<file path="config.mk">
export PLATFORM = sky130hd
export DESIGN_NAME = iter_divider_16
export DESIGN_NICKNAME = d
export VERILOG_FILES = /design/src/rtl/iter_divider_16.sv
export SDC_FILE = /design/constraint.sdc
export NUM_CORES = 1
export LEC_CHECK = 0
export ABC_AREA = 1
export BUFFER_PORTS_ARGS = -buffer_cell sky130_fd_sc_hd__buf_4
export CAP_MARGIN = 10
export CELL_PAD_IN_SITES_DETAIL_PLACEMENT = 0
export CELL_PAD_IN_SITES_GLOBAL_PLACEMENT = 1
export CORE_ASPECT_RATIO = 0.8
export CORE_MARGIN = 2
export CORE_UTILIZATION = 45
export CTS_BUF_LIST = sky130_fd_sc_hd__clkbuf_8
export DETAILED_ROUTE_END_ITERATION = 7
export PLACE_DENSITY = 0.89
export REMOVE_ABC_BUFFERS = 1
export SYNTH_ARGS = -nofsm -noshare
export SYNTH_HDL_FRONTEND = slang
export SYNTH_SLANG_ARGS = --single-unit
</file>
<file path="constraint.sdc">
create_clock -name clk -period 5.7 [get_ports clk]
set_input_delay 0.285 -clock clk [delete_from_list [all_inputs] [get_ports clk]]
set_output_delay 0.285 -clock clk [all_outputs]
set_load 0.01 [all_outputs]
</file>
<file path="src/rtl/iter_divider_16.sv">
// Restoring divider: one quotient bit per clock, start/busy/done handshake.
// Define DIV_SIGNED_EN to add two's-complement division selected by sign_op.
module iter_divider_16 #(
    parameter int WIDTH = 16
) (
    input  logic             clk,
    input  logic             rst,
    input  logic             start,
    input  logic [WIDTH-1:0] dividend,
    input  logic [WIDTH-1:0] divisor,
    input  logic             sign_op,
    output logic [WIDTH-1:0] quotient,
    output logic [WIDTH-1:0] remainder,
    output logic             busy,
    output logic             done,
    output logic             div_by_zero,
    output logic             ovfl
);

    localparam int CW = $clog2(WIDTH + 1);

    typedef enum logic [1:0] {
        IDLE,
        RUN,
        FINISH
    } state_t;

    state_t           state_q, state_d;
    logic [CW-1:0]    cnt_q, cnt_d;
    logic [WIDTH-1:0] rem_q, rem_d;
    logic [WIDTH-1:0] dvd_q, dvd_d;
    logic [WIDTH-1:0] dsr_q, dsr_d;
    logic [WIDTH-1:0] quot_q, quot_d;
    logic [WIDTH-1:0] rout_q, rout_d;
    logic             busy_q, busy_d;
    logic             done_q, done_d;
    logic             dbz_q, dbz_d;

    logic [WIDTH-1:0] a_mag, b_mag;
    logic [WIDTH:0]   shifted;
    logic [WIDTH+1:0] diff;
    logic             borrow;
    logic [WIDTH-1:0] rem_nxt, quo_nxt;
    logic [WIDTH-1:0] quo_fix, rem_fix;

`ifdef DIV_SIGNED_EN
    logic qneg_q, qneg_d;
    logic rneg_q, rneg_d;
    logic ovp_q, ovp_d;
    logic ovfl_q, ovfl_d;
    logic a_neg, b_neg, ovf_in;

    assign a_neg   = sign_op & dividend[WIDTH-1];
    assign b_neg   = sign_op & divisor[WIDTH-1];
    assign a_mag   = a_neg ? -dividend : dividend;
    assign b_mag   = b_neg ? -divisor : divisor;
    // MIN / -1 needs no special datapath: |MIN|/1 negated wraps back to MIN
    assign ovf_in  = sign_op
                   && (dividend == {1'b1, {(WIDTH-1){1'b0}}})
                   && (&divisor);
    assign quo_fix = qneg_q ? -quo_nxt : quo_nxt;
    assign rem_fix = rneg_q ? -rem_nxt : rem_nxt;
    assign ovfl    = ovfl_q;
`else
    logic unused_sign;

    assign unused_sign = sign_op;
    assign a_mag       = dividend;
    assign b_mag       = divisor;
    assign quo_fix     = quo_nxt;
    assign rem_fix     = rem_nxt;
    assign ovfl        = 1'b0;
`endif

    // Partial remainder stays below the divisor, so WIDTH+2 bits never wrap
    assign shifted = {rem_q, dvd_q[WIDTH-1]};
    assign diff    = {1'b0, shifted} - {2'b00, dsr_q};
    assign borrow  = diff[WIDTH+1];
    assign rem_nxt = borrow ? shifted[WIDTH-1:0] : diff[WIDTH-1:0];
    assign quo_nxt = {dvd_q[WIDTH-2:0], ~borrow};

    always_comb begin
        state_d = state_q;
        cnt_d   = cnt_q;
        rem_d   = rem_q;
        dvd_d   = dvd_q;
        dsr_d   = dsr_q;
        quot_d  = quot_q;
        rout_d  = rout_q;
        busy_d  = busy_q;
        done_d  = 1'b0;
        dbz_d   = dbz_q;
`ifdef DIV_SIGNED_EN
        qneg_d  = qneg_q;
        rneg_d  = rneg_q;
        ovp_d   = ovp_q;
        ovfl_d  = ovfl_q;
`endif
        unique case (state_q)
            IDLE: begin
                if (start) begin
                    dbz_d = 1'b0;
`ifdef DIV_SIGNED_EN
                    ovfl_d = 1'b0;
                    qneg_d = a_neg ^ b_neg;
                    rneg_d = a_neg;
                    ovp_d  = ovf_in;
`endif
                    if (divisor == '0) begin
                        dvd_d   = dividend;
                        dsr_d   = '0;
                        quot_d  = '1;
                        rout_d  = dividend;
                        dbz_d   = 1'b1;
                        done_d  = 1'b1;
                        state_d = FINISH;
                    end else begin
                        dvd_d   = a_mag;
                        dsr_d   = b_mag;
                        rem_d   = '0;
                        cnt_d   = CW'(WIDTH);
                        busy_d  = 1'b1;
                        state_d = RUN;
                    end
                end
            end
            RUN: begin
                rem_d = rem_nxt;
                dvd_d = quo_nxt;
                cnt_d = cnt_q - CW'(1);
                // Last bit: publish results so done lands in the FINISH cycle
                if (cnt_q == CW'(1)) begin
                    quot_d  = quo_fix;
                    rout_d  = rem_fix;
                    busy_d  = 1'b0;
                    done_d  = 1'b1;
                    state_d = FINISH;
`ifdef DIV_SIGNED_EN
                    ovfl_d  = ovp_q;
`endif
                end
            end
            FINISH: begin
                state_d = IDLE;
            end
            default: begin
                state_d = IDLE;
            end
        endcase
    end

    always_ff @(posedge clk) begin
        if (rst) begin
            state_q <= IDLE;
            cnt_q   <= '0;
            rem_q   <= '0;
            dvd_q   <= '0;
            dsr_q   <= '0;
            quot_q  <= '0;
            rout_q  <= '0;
            busy_q  <= 1'b0;
            done_q  <= 1'b0;
            dbz_q   <= 1'b0;
`ifdef DIV_SIGNED_EN
            qneg_q  <= 1'b0;
            rneg_q  <= 1'b0;
            ovp_q   <= 1'b0;
            ovfl_q  <= 1'b0;
`endif
        end else begin
            state_q <= state_d;
            cnt_q   <= cnt_d;
            rem_q   <= rem_d;
            dvd_q   <= dvd_d;
            dsr_q   <= dsr_d;
            quot_q  <= quot_d;
            rout_q  <= rout_d;
            busy_q  <= busy_d;
            done_q  <= done_d;
            dbz_q   <= dbz_d;
`ifdef DIV_SIGNED_EN
            qneg_q  <= qneg_d;
            rneg_q  <= rneg_d;
            ovp_q   <= ovp_d;
            ovfl_q  <= ovfl_d;
`endif
        end
    end

    assign quotient    = quot_q;
    assign remainder   = rout_q;
    assign busy        = busy_q;
    assign done        = done_q;
    assign div_by_zero = dbz_q;

endmodule

</file>
==> results.cfg <==
[timing]
maxSlewViolCount = 0
hold_violations = 0
setup-tns-final_ps = 0
rsz0062_at_grt = false
worstMarginPinSlew_ps = 1060
fin_skew_ps = 8.50
relSlewSlack_pct = 29.2
period_minus_slack_ps = 2800
fin_crit_sh_pct = 49.1
fmax_ghz = 0.357
setup_violations = 0

[global_route]
antenna_found_initial = 0
grt_first_pass_wirelength_mm = 21.5
grt_overflow_total = 0
grt_max_degree = 59
grt_pass1_vias = 4549
track_usage_pct = 22.4

[final_layout]
final_cell_mix = 227 x nand2_1, 137 x inv_1, 90 x dfxtp_1, 71 x buf_4, 56 x nor2_1
multi_input_area_mm2 = 0.00258
layout_commonest_cell = nand2_1
areaGrowthSynthToFinish_pct = 14.8
final_nets = 884
seqCellArea_mm2 = 0.00180
fillerInstances = 1127
drive_gt1_share_pct = 12.5
fin_area_mm2 = 0.00578
n_antenna_cell = 0

[yosys]
async_flop_share_pct = 0
synth.avg_cell_area_um2 = 6.47
synth_edf_count = 0
syn_inst = 779
netlist_area_mm2 = 0.00504
synth_cell_types = 35
ys_seq_elements = 90
yosysWarnings = 0
ys_dominant_reg_cell = dfxtp_1
seq_area_frac_synth_pct = 35.8

[die]
initial_core_util_pct = 46.3
die_y_um = 98.6
io_pins = 72
die_w_um = 122
rows = 34
core_area_mm2 = 0.0109
die_area_mm2 = 0.0121

[drt]
routed_wl_mm = 13.2
ant_nets = 0
drt-wirelength-per-cell_um = 13.5
drc = 0
via_count = 4874
drtIter0Drc = 359
first_pass_iters = 5
via_per_inst = 4.99

[clock_network]
post_cts_buffers = 0
holdBufCountCts = 0
clk_pin_slew_ps = 90
cts_resized = 0
htree_num_levels = 3
cts_buffers = 9
cts.sinks = 90
cts_tree = built
clk_path_buf_depth = 2
ctsRootBufferMaster = clkbuf_8
insertion_delay_ps = 360

[setup_path]
cp_top_family = compound AO/OA/AOI/OAI gates
worstSetupStartpointType = register
slowest_delay_ps = 840
slowest_stage = a21oi_2
worstPathRequired_ps = 5960
critical_path_arrival_ps = 3060
cp_num_buf_inv = 2
crit_fanout = 19
cpMostUsedCell = nand2_1
end_kind = register
crit_chain = ha_1 > nand2_1 > inv_1 > nand2_1 > nand3_1 > a21oi_2 > a21oi_4 > nand2_1 > nand3_1 > nand2_1 > inv_1
critPathKind = reg -> reg

[placement]
place_area_mm2 = 0.00562
place_congestion = 0.847
io_buffers = 69
hpwl_mm = 9.34

[pwr]
ir_worst_vdd_mv = 0.132
p_per_area_mw_per_mm2 = 354
seqPwrFrac_pct = 35.7
power.share.combinational_pct = 44.6
p_clk_share_pct = 19.8
p_leak_nw = 3.18
power.internal_mw = 1.15
p_sw_uw = 899
swShare_pct = 44.0

[worst_hold_path]
hold_class = in -> reg

[run]
drv_cap = 0

[status]
status = finished, final reports clean
-- metal layers --
metal	vias to the layer above	global-route usage (%)	part of all wire (%)
met4	0	6.54	1.5
met1	2164	32.6	51
met3	17	4.11	5.6
met2	152	33.7	42
met5	-	0	0
li1	2541	-	-
-- stage by stage --
stage	std cells	utilization [%]	power (mW)	hold slack (ps)	worst slack, ps
after detailed placement	962	51.6	1.64	454	2980
after floorplan	747	-	1.40	354	2310
after global placement	962	51.6	1.63	450	3010
final	977	53.1	2.05	178	2900
after global routing	977	53.1	2.21	169	2680
after CTS	977	53.1	2.05	156	2960
-- logic make-up (layout without fill, tap and decap cells) --
group | Yosys count | after routing | share of synthesized area (%)
compound gates | 111 | 111 | 12.8
xor+xnor | 9 | 9 | 1.56
fa+ha+maj | 19 | 19 | 4.87
buf+inv | 172 | 226 | 13.2
flops | 90 | 90 | 35.8
other cells | 1 | 1 | 0.0744
simple gates | 377 | 377 | 31.7
-- cell type report --
| class | count | area share [%] |
|---|---|---|
| clock buffers | 9 | 2.14 |
| clock inverters | 6 | 0.736 |
| inverters | 140 | 9.09 |
| multi-input cells | 517 | 44.5 |
| flip-flops and latches | 90 | 31.2 |
| well taps | 144 | 3.12 |
| repair buffers | 71 | 9.22 |
-- state kept, by name, indices dropped and copies added, names as in the netlist --
| name | count |
|---|---|
| div_by_zero | 1 |
| dvd_q | 16 |
| state_q | 2 |
| remainder | 16 |
| quotient | 16 |
| busy | 1 |
| done | 1 |
| rem_q | 16 |
| cnt_q | 5 |
| dsr_q | 16 |
-- power by group through the flow --
stage / registers, mW / clock network [mW] / logic, mW
2_1_floorplan: 0.734 / 0 / 0.664
3_3_place_gp: 0.742 / 0 / 0.889
3_5_place_dp: 0.743 / 0 / 0.896
4_1_cts: 0.729 / 0.418 / 0.900
5_1_grt: 0.736 / 0.435 / 1.04
6_report: 0.730 / 0.404 / 0.911
-- cells in the mapped netlist, types with 6 or more instances --
cell      number  share of area [%]
a21boi_0      15                2.2
a21oi_1       37                3.7
a31oi_1       14                1.7
clkbuf_1      21                1.6
dfxtp_1       90                 36
ha_1          18                4.5
inv_1        137                 10
nand2_1      227                 17
nand3_1       54                5.4
nand4_1       20                2.5
nor2_1        57                4.2
o21ai_0       31                3.1
o22ai_1        6               0.75
or2_2          7               0.87
xor2_1         8                1.4
-- final timing paths --
kind                                             start                      to  cells past startpoint  slack, ps
worst max-delay path            rem_q[10]$_SDFFE_PP0P_  rem_q[13]$_SDFFE_PP0P_                     11       2900
worst min-delay path                        divisor[8]   dsr_q[8]$_SDFFE_PP0P_                      3        180
worst max register to register  rem_q[10]$_SDFFE_PP0P_  rem_q[13]$_SDFFE_PP0P_                     11       2900
worst min register to register   cnt_q[1]$_SDFFE_PP0P_   cnt_q[1]$_SDFFE_PP0P_                      2        470
-- worst register-to-register path: cells and delay by family, from the launching register on --
family                     cells  cell delay (ps)
AOI/OAI and AO/OA              2             1140
DFF                            1              360
adders and majority gates      1              390
buffers and inverters          2              100
and+or+nand+nor                6              700
No activity file was read; power rests on OpenSTA's default activity.
